===== config.mk =====
export PLATFORM = sky130hd
export DESIGN_NAME = sevenseg_scan_ctrl
export DESIGN_NICKNAME = d
export VERILOG_FILES = /design/src/rtl/sevenseg_scan_ctrl.sv
export SDC_FILE = /design/constraint.sdc
export NUM_CORES = 1
export LEC_CHECK = 0
export BUFFER_PORTS_ARGS = -buffer_cell sky130_fd_sc_hd__buf_2
export CAP_MARGIN = 20
export CELL_PAD_IN_SITES_DETAIL_PLACEMENT = 0
export CELL_PAD_IN_SITES_GLOBAL_PLACEMENT = 1
export CORE_MARGIN = 3
export CORE_UTILIZATION = 45
export DETAILED_ROUTE_END_ITERATION = 10
export GPL_TIMING_DRIVEN = 1
export PLACE_DENSITY = 0.94
export SLEW_MARGIN = 25
export SYNTH_ARGS = -nofsm -noshare
export SYNTH_HDL_FRONTEND = slang
export SYNTH_SLANG_ARGS = --single-unit

===== constraint.sdc =====
create_clock -name clk -period 4.7 [get_ports clk]
set_input_delay 0.705 -clock clk [delete_from_list [all_inputs] [get_ports clk]]
set_output_delay 0.705 -clock clk [all_outputs]
set_load 0.01 [all_outputs]

===== src/rtl/sevenseg_scan_ctrl.sv =====
// Scan controller for a 4-digit common-anode seven-segment display.
// One digit per tick rise, blank guard between digits, frame-latched data.
module sevenseg_scan_ctrl #(
  parameter int unsigned GUARD_CYC   = 16,
  parameter int unsigned BLINK_SCANS = 64
) (
  input  logic        clk,
  input  logic        rst,
  input  logic        tick_i,
  input  logic [15:0] value_i,
  input  logic [3:0]  dp_in_i,
  input  logic [3:0]  blink_en_i,
  input  logic        blank_lz_i,
  output logic [3:0]  an_o,
  output logic [6:0]  seg_o,
  output logic        dp_o,
  output logic        frame_start_o
);

  localparam int unsigned GW = (GUARD_CYC > 1) ? $clog2(GUARD_CYC) : 1;
  localparam int unsigned BW = (BLINK_SCANS > 1) ? $clog2(BLINK_SCANS) : 1;

  typedef enum logic [1:0] {IDLE, GUARD, DRIVE} state_t;

  state_t        state_q;
  logic          tick_prev_q;
  logic [1:0]    digit_q;
  logic [GW-1:0] guard_q;
  logic [15:0]   value_sh_q;
  logic [3:0]    dp_sh_q;
  logic [3:0]    blink_sh_q;
  logic          lz_sh_q;
  logic [BW-1:0] blink_cnt_q;
  logic          blink_phase_q;
  logic [3:0]    an_q;
  logic [6:0]    seg_q;
  logic          dp_q;
  logic          frame_start_q;

  logic       tick_rise;
  logic [1:0] digit_d;
  logic [3:0] nibble;
  logic       upper_zero;
  logic       blanked;
  logic [3:0] an_d;

  function automatic logic [6:0] hex7(input logic [3:0] n);
    case (n)
      4'h0: hex7 = 7'h40;
      4'h1: hex7 = 7'h79;
      4'h2: hex7 = 7'h24;
      4'h3: hex7 = 7'h30;
      4'h4: hex7 = 7'h19;
      4'h5: hex7 = 7'h12;
      4'h6: hex7 = 7'h02;
      4'h7: hex7 = 7'h78;
      4'h8: hex7 = 7'h00;
      4'h9: hex7 = 7'h10;
      4'hA: hex7 = 7'h08;
      4'hB: hex7 = 7'h03;
      4'hC: hex7 = 7'h46;
      4'hD: hex7 = 7'h21;
      4'hE: hex7 = 7'h06;
      default: hex7 = 7'h0E;
    endcase
  endfunction

  assign tick_rise = tick_i & ~tick_prev_q;
  assign digit_d   = digit_q + 2'd1;
  assign nibble    = value_sh_q[{digit_q, 2'b00} +: 4];

  // Leading-zero test: this digit and every digit above it are zero; digit 0 exempt.
  always_comb begin
    upper_zero = 1'b0;
    case (digit_q)
      2'd1:    upper_zero = (value_sh_q[15:4] == 12'h000);
      2'd2:    upper_zero = (value_sh_q[15:8] == 8'h00);
      2'd3:    upper_zero = (value_sh_q[15:12] == 4'h0);
      default: upper_zero = 1'b0;
    endcase
  end

  assign blanked = (blink_sh_q[digit_q] & blink_phase_q) | (lz_sh_q & upper_zero);
  assign an_d    = blanked ? 4'hF : ~(4'b0001 << digit_q);

  always_ff @(posedge clk) begin
    if (rst) begin
      state_q       <= IDLE;
      tick_prev_q   <= 1'b0;
      digit_q       <= 2'd3;
      guard_q       <= '0;
      value_sh_q    <= '0;
      dp_sh_q       <= '0;
      blink_sh_q    <= '0;
      lz_sh_q       <= 1'b0;
      blink_cnt_q   <= '0;
      blink_phase_q <= 1'b0;
      an_q          <= 4'hF;
      seg_q         <= 7'h7F;
      dp_q          <= 1'b1;
      frame_start_q <= 1'b0;
    end else begin
      tick_prev_q   <= tick_i;
      frame_start_q <= 1'b0;
      if (tick_rise) begin
        // A rise always advances and restarts the guard, even mid-guard.
        digit_q <= digit_d;
        guard_q <= GW'(GUARD_CYC - 1);
        an_q    <= 4'hF;
        seg_q   <= 7'h7F;
        dp_q    <= 1'b1;
        state_q <= GUARD;
        if (digit_d == 2'd0) begin
          value_sh_q    <= value_i;
          dp_sh_q       <= dp_in_i;
          blink_sh_q    <= blink_en_i;
          lz_sh_q       <= blank_lz_i;
          frame_start_q <= 1'b1;
          if (blink_cnt_q == BW'(BLINK_SCANS - 1)) begin
            blink_cnt_q   <= '0;
            blink_phase_q <= ~blink_phase_q;
          end else begin
            blink_cnt_q <= blink_cnt_q + 1'b1;
          end
        end
      end else begin
        case (state_q)
          IDLE: begin
            an_q  <= 4'hF;
            seg_q <= 7'h7F;
            dp_q  <= 1'b1;
          end
          GUARD: begin
            if (guard_q == '0) begin
              state_q <= DRIVE;
              an_q    <= an_d;
              seg_q   <= hex7(nibble);
              dp_q    <= ~dp_sh_q[digit_q];
            end else begin
              guard_q <= guard_q - 1'b1;
            end
          end
          DRIVE: ;
          default: state_q <= IDLE;
        endcase
      end
    end
  end

  assign an_o          = an_q;
  assign seg_o         = seg_q;
  assign dp_o          = dp_q;
  assign frame_start_o = frame_start_q;

endmodule

# Word-level counts from Yosys, hierarchy flattened
# Memories as Yosys holds them, arrays and structs flattened.
# Index checks and enable logic that the tools add are counted.
# word_totals
mem_count	1
register_bits	54
input_bits	28
rom_bits	112
# memory_table
name	depth	width	rd	rd_clocked_by_memory_dff	write_ports	line_no	rtl
(no name shown)	16	7	1	0	0	48	case (n)
# classes
n_eq_ne	10
add_sub_neg	3
bitwise	10
muxes	20
reduce_logical	17
order_cmp	1
shifts	2
# ops
op	n
$mux 4	5
$shiftx 16x5->4	1
$pmux 7 s2	1
$logic_not 12->1	1
$reduce_and 2->1	5
$logic_not 4->1	2
$logic_not 8->1	1
$pmux 4 s2	1
$mux 7	1
$add 6x1->6 const B	1
$eq 2x2->1 const B	3
$eq 6x6->1 const B	1
$mux 6	1
$reduce_or 2->1	3
$mux 1	5
$not 1->1	5
$bmux 1 s2	2
$eq 2x1->1 const B	2
$logic_not 2->1	2
$ne 2x2->1 const B	2
$not 4->4	1
$pmux 2 s2	1
$reduce_bool 2->1	2
$shl 1x2->4 const A	1
11 further kinds	13

# Longest topological paths before layout
# Gate-level depths: netlist of run 1.
# logic_depth
depth_word	7
ltp_mapped	8
mapped_depth_nobuf	7

# Worst setup path after synthesis of run 1
# OpenSTA, ideal clock, no wires.
# synth_timing
path_type	flip-flop to flip-flop
from	reg digit_q[1]
to	reg seg_q[0], in the netlist seg_o[0]
t_required_ns	4.575
setup_slack_ns	2.375
n_path_buf	1
t_arrival_ns	2.199
path_stages_with_launch	9
setup_ns	0.125
cell_sequence	dfxtp_1 > buf_2 > mux4_1 > inv_1 > ha_1 > or4b_2 > o311a_2 > a31oi_1 > a21oi_1
# synth_via
elab_chain_cells	4
# synth_lines
item	line_no	rtl
from (decl)	27	logic [1:0] digit_q;
from (signal assigned)	107	digit_q <= digit_d;
$shiftx 16x5->4	70	assign nibble = value_sh_q[{digit_q, 2'b00} +: 4];
$mem_v2 16x7	--	
$mux 7	134	if (guard_q == '0) begin
$pmux 7 s2	127	case (state_q)
to (signal assigned)	137	seg_q <= hex7(nibble);
to (decl)	36	logic [6:0] seg_q;
# Every way passes these cells. The select of a mux whose other input is x is not followed.
# A chain may end at the register's enable or synchronous reset.

# Worst setup path after layout of run 1
# layout_timing
from	reg digit_q[0]
to	reg seg_q[0], in the netlist seg_o[0]
# The elaborated chain is that of the path after synthesis.

==> results.toml, run 1 <==
[clocking]
clock_path_buffers = 2
cts_setup_buffers = 0
root_buffer = "clkbuf_8"
cts_sinks = 54
cts_hold_buf = 0
post_cts_resize_count = 0
clock_latency_ns = 0.31
h-tree-depth = 2
clk_pin_slew_ns = 0.09
cts_buffers = 5
cts_tree = "done"

[yosys]
synth_cell_types = 50
syn_area_um2 = 2690
async_flop_share_pct = 0
yosysSeqAreaShare_pct = 40.2
synth_edf_count = 0
synth_flop_cell = "dfxtp_1"
syn_nets = 350
yosysWarnings = 0
synthCells = 308
synth_area_per_cell_um2 = 8.72
synth-seq-cells = 54

[sta]
fin_tns_setup_ns = 0
rsz0062_at_grt = "no"
report.final.setup_viol = 0
drv_slew = 0
hold_viol_final = 0
min_period_ns = 2.71
worst_pin_slew_ns = 0.977
period_share_pct = 57.6
relSlewSlack_pct = 34.9
max_freq_mhz = 370
skew_ns = 0.00469

[finish]
layout-drive-gt1-share_pct = 17.4
instances_no_fill = 411
nets = 380
antennaDiodeCount = 0
area_delta_synth_final_pct = 12.2

[floorplanning]
die_height_um = 83.3
dieArea_um2 = 6930
initial_core_util_pct = 47.6
core_area_um2 = 5640
dieWidth_um = 83.3
ios = 41
rows = 27

[placed_design]
dpl.hpwl_um = 4010
gp_congestion = 0.869
io_buffer_count = 40
dp.cells = 402

[setup_path]
path_class = "flop to flop"
start_kind = "flop"
end_kind = "flop"
crit_arrival_ns = 2.90
required_ns = 4.89
worst-path-max-fanout = 12

[global_route]
grt_antenna_before_repair = 0
grt_first_pass_wirelength_um = 9400
grt_pass1_vias = 1983
grt_max_degree = 43
grt-ovfl-total = 0
track_usage_pct = 16.2

[drt]
routed_via_density = 5.33
drtIter0Drc = 161
wl_per_cell_um = 13.6
drc = 0
via_count = 2189
postRouteAntennaNets = 0
dr.pass1.iters = 4
drt_wl_total_um = 5600

[power_and_ir_drop]
peakVddDrop_mv = 0.176
powerDensity_nw_per_um2 = 332
p_leak_uw = 0.00119

[status]
status = "finished, final reports clean"

[hold_path]
hold_class = "flop to flop"

[job]
cap_violations = 0
==> sequential cells by signal (all words and copies together), names as in the netlist <==
signal,flops
value_sh_q,16
seg_o,7
blink_cnt_q,6
an_o,4
blink_sh_q,4
dp_sh_q,4
guard_q,4
digit_q,2
state_q,2
blink_phase_q,1
dp_o,1
frame_start_o,1
lz_sh_q,1
tick_prev_q,1
==> cells by family (layout without fill, tap and decap cells) <==
group | Yosys count | in the layout | share of synthesized area, %
flops | 54 | 54 | 40.2
compound gates | 64 | 64 | 14.1
simple gates | 125 | 125 | 21.8
fa+ha+maj | 14 | 14 | 6.52
buf+inv | 26 | 57 | 4.29
xor+xnor | 9 | 9 | 2.93
mux | 16 | 16 | 10.1
==> placed cells by master (no fill, tap or decap), types with 6 or more instances in the layout <==
cell type	n
o21ai_0	6
a21oi_1	42
nand2_1	64
nand3_1	7
nor2_1	14
buf_2	40
ha_1	14
inv_1	8
mux2i_1	6
dfxtp_1	54
nand2b_1	7
nor3_1	12
==> power breakdown <==
group,internal [µW],switching (µW)
Sequential,484,29.0
Combinational,79.2,98.9
Clock,159,151
Total,722,279
==> cell type report <==
cell class | instances | area (µm²)
multi-input combinational | 228 | 1490
fill | 526 | 2630
timing repair buffer | 41 | 211
tap | 72 | 90.1
sequential | 54 | 1080
inverter | 8 | 30.0
clock buffer | 6 | 72.6
clock inverter | 2 | 37.5
==> critical path, cell delays in order, from the launching register on <==
cell and delay [ns]:
dfxtp_1 0.68, mux4_1 0.48, inv_1 0.12, ha_1 0.26
or4b_2 0.63, o311a_2 0.16, a31oi_1 0.16, a21oi_1 0.09
==> final timing paths <==
kind | from | cells past startpoint | to | slack [ns]
hold / removal | blink_sh_q[0] | 2 | blink_sh_q[0] | 0.46
setup / recovery | digit_q[0] | 7 | seg_o[0] | 1.99
hold reg to reg | blink_sh_q[0] | 2 | blink_sh_q[0] | 0.46
setup reg to reg | digit_q[0] | 7 | seg_o[0] | 1.99
==> Yosys cell counts (2+ instances only) <==
cell	instances	area (µm²)
buf_2	2	10.0
buf_6	2	22.5
nor2_1	14	52.6
mux2i_1	6	60.1
mux4_2	3	67.6
inv_1	8	30.0
nor2b_1	5	31.3
nand4b_1	2	17.5
xor2_1	5	43.8
nor3_1	12	60.1
a31oi_1	4	25.0
buf_1	3	11.3
xnor2_1	4	35.0
mux4_1	4	105
a21oi_1	42	210
clkbuf_1	11	41.3
ha_1	14	175
nand2b_1	7	43.8
nand3b_1	2	15.0
o21ai_0	6	30.0
nand3_1	7	35.0
nand2_1	64	240
dfxtp_1	54	1080
==> through the flow <==
stage / hold WS [ns] / total power [µW] / util (%) / worst slack (ns) / cell area [µm²]
final: 0.458 / 1000 / 53.4 / 1.99 / 3010
after global placement: 0.441 / 692 / 51.3 / 2.11 / 2890
after detailed placement: 0.446 / 698 / 51.3 / 2.02 / 2890
after global routing: 0.485 / 1050 / 53.4 / 1.90 / 3010
after floorplan: 0.432 / 656 / - / 2.38 / 2690
after CTS: 0.460 / 1010 / 53.2 / 2.01 / 3000
==> per-layer routing <==
layer  vias up  wire, µm  GRT usage, %
li1       1125         -             -
met1       997      2760          23.0
met2        61      2470          24.9
met3         6       289          2.88
met4         0        71          5.20
met5         -         0             0
(Power assumes the default switching activity.)
==> inputs of run 2 (changes only) <==
ABC_AREA = 1   (was not set)
CORE_UTILIZATION = 36   (was 45)
PLACE_DENSITY = 0.86   (was 0.94)
clock period = 2.3 ns   (was 4.7 ns; I/O delays follow)
==> run 2 against run 1 <==
Worst hold slack worse by 0.20 ns. Die area increased by 26%. Register-to-register slack lost 1.6 ns. Maximum frequency rose by 45%. Critical path depth is 3 higher.
==> results.toml, run 2 <==
[status]
status = "finished, final reports clean"

[sta]
hold_viol_final = 0
relSlewSlack_pct = 58.2
rsz0062_at_grt = "no"
period_share_pct = 80.9
report.final.setup_viol = 0
fin_tns_setup_ns = 0
max_freq_mhz = 537
drv_slew = 0
worst_slack_ns = 0.439
min_period_ns = 1.86
skew_ns = 0.0113
worst_pin_slew_ns = 0.626

[global_route]
grt-ovfl-total = 0
grt_antenna_before_repair = 0
grt_pass1_vias = 2299
grt_first_pass_wirelength_um = 10200
track_usage_pct = 14.4
grt_max_degree = 35

[power_and_ir_drop]
p_leak_uw = 0.00147
peakVddDrop_mv = 0.253
design_power_total_uw = 2780
powerDensity_nw_per_um2 = 890

[floorplanning]
dieArea_um2 = 8730
die_height_um = 93.5
ios = 41
dieWidth_um = 93.5
initial_core_util_pct = 37.6
rows = 31
core_area_um2 = 7330

[placed_design]
dpl.hpwl_um = 4390
gp_congestion = 0.813
place_area_um2 = 3020
post-place-ws_ns = 0.462
io_buffer_count = 40

[drt]
drc = 0
routed_via_density = 4.65
postRouteAntennaNets = 0
via_count = 2498
wl_per_cell_um = 11.2
drtIter0Drc = 112
drt_wl_total_um = 6000
dr.pass1.iters = 5

[setup_path]
path_class = "flop to flop"
start_kind = "flop"
crit_arrival_ns = 2.08
worst-path-buf-inv = 1
worst-path-max-fanout = 12
critPathSlowestCell = "dfxtp_1"
cpMostUsedCell = "nand2_1"
path_delay_family = "simple AND/OR/NAND/NOR gates"
slowest_delay_ns = 0.63
end_kind = "flop"
crit_path_cell_trace = "nand3_1 > nand2_1 > inv_1 > ha_1 > nand3_1 > nand2_1 > nand2_1 > nand3_1 > nand2_1 > nand2_1"
required_ns = 2.52

[finish]
final_cell_area_um2 = 3130
fillers = 767
area_delta_synth_final_pct = 13.5
seqCellArea_um2 = 1080
largest_reg_flops = 16
multi_input_area_um2 = 1400
final_common_cell = "nand2_1"
final_cell_mix = "nand2_1, dfxtp_1, inv_1"
nets = 479
regMostFlops = "value_sh_q"
antennaDiodeCount = 0
layout-drive-gt1-share_pct = 16.2

[clocking]
h-tree-depth = 2
cts_hold_buf = 0
clk_pin_slew_ns = 0.10
cts_sinks = 54
root_buffer = "clkbuf_8"
post_cts_resize_count = 0
cts_setup_buffers = 0
cts_tree = "done"
cts_buffers = 5
clock_latency_ns = 0.31
clock_path_buffers = 2

[yosys]
yosysMostFrequentCell = "nand2_1"
synth_common_cells = "nand2_1, dfxtp_1, inv_1"
synth-seq-cells = 54
yosysTopAreaCellShare_pct = 39.3
synth_edf_count = 0
yosysSeqAreaShare_pct = 39.3
syn_nets = 442
synth_cell_types = 29
synth_area_leaders = "dfxtp_1, nand2_1, nand3_1"
syn_area_um2 = 2750
synth_flop_cell = "dfxtp_1"
synth_area_per_cell_um2 = 6.88
yosysWarnings = 0
synthCells = 400
yosysTopAreaCell = "dfxtp_1"
async_flop_share_pct = 0

[job]
cap_violations = 0

[hold_path]
hold_class = "input pin to flop"
run 2: worst min-delay path, cell delays in order:
cell and delay [ns]:
buf_2 0.07, inv_1 0.04, nor2_1 0.07
run 2: path summary, 6_finish.rpt:
check                              startpoint       endpoint  slack (ns)  cells after the start
worst max-delay path               digit_q[1]       seg_o[6]        0.44                     10
worst min-delay path                   tick_i    tick_prev_q        0.26                      3
worst max register to register     digit_q[1]       seg_o[6]        0.44                     10
worst min register to register  blink_sh_q[0]  blink_sh_q[0]        0.46                      2
run 2: kinds of logic (layout without fill, tap and decap cells):
kind of cell    Yosys count  after routing  synth area share, %
xor+xnor                  4              4                 1.27
compound gates           61             61                 11.8
fa+ha+maj                14             14                 6.36
flops                    54             54                 39.3
buf+inv                  65            103                 10.0
simple gates            202            202                 31.3
run 2: cell type report:
type,count,area share (%)
Multi-Input combinational cell,281,44.7
Sequential cell,54,34.6
Timing Repair Buffer,43,7.12
Inverter,52,6.40
Tap cell,99,3.96
Clock buffer,6,2.64
Clock inverter,2,0.560
run 2: metrics by stage:
step           cells  util, %  hold WS [ns]
2_1_floorplan    400        -         0.424
3_3_place_gp     529     41.3         0.448
3_5_place_dp     529     41.3         0.450
4_1_cts          537     42.6         0.253
5_1_grt          537     42.7         0.265
6_report         537     42.7         0.261
run 2: power by group:
part | leakage [µW] | switching, µW | total (µW) | internal [µW]
logic | 0.000973 | 701 | 1060 | 360
registers | 0.000443 | 85.3 | 1150 | 1060
clock network | 0.0000514 | 326 | 574 | 249
total | 0.00147 | 1110 | 2780 | 1670
run 2: routing by layer:
metal | track usage [%] | share of wire, % | vias up
met3 | 3.22 | 3.8 | 4
met2 | 23.9 | 47 | 44
met5 | 0 | 0 | -
met4 | 4.88 | 0.85 | 0
li1 | - | - | 1327
met1 | 18.4 | 48 | 1123
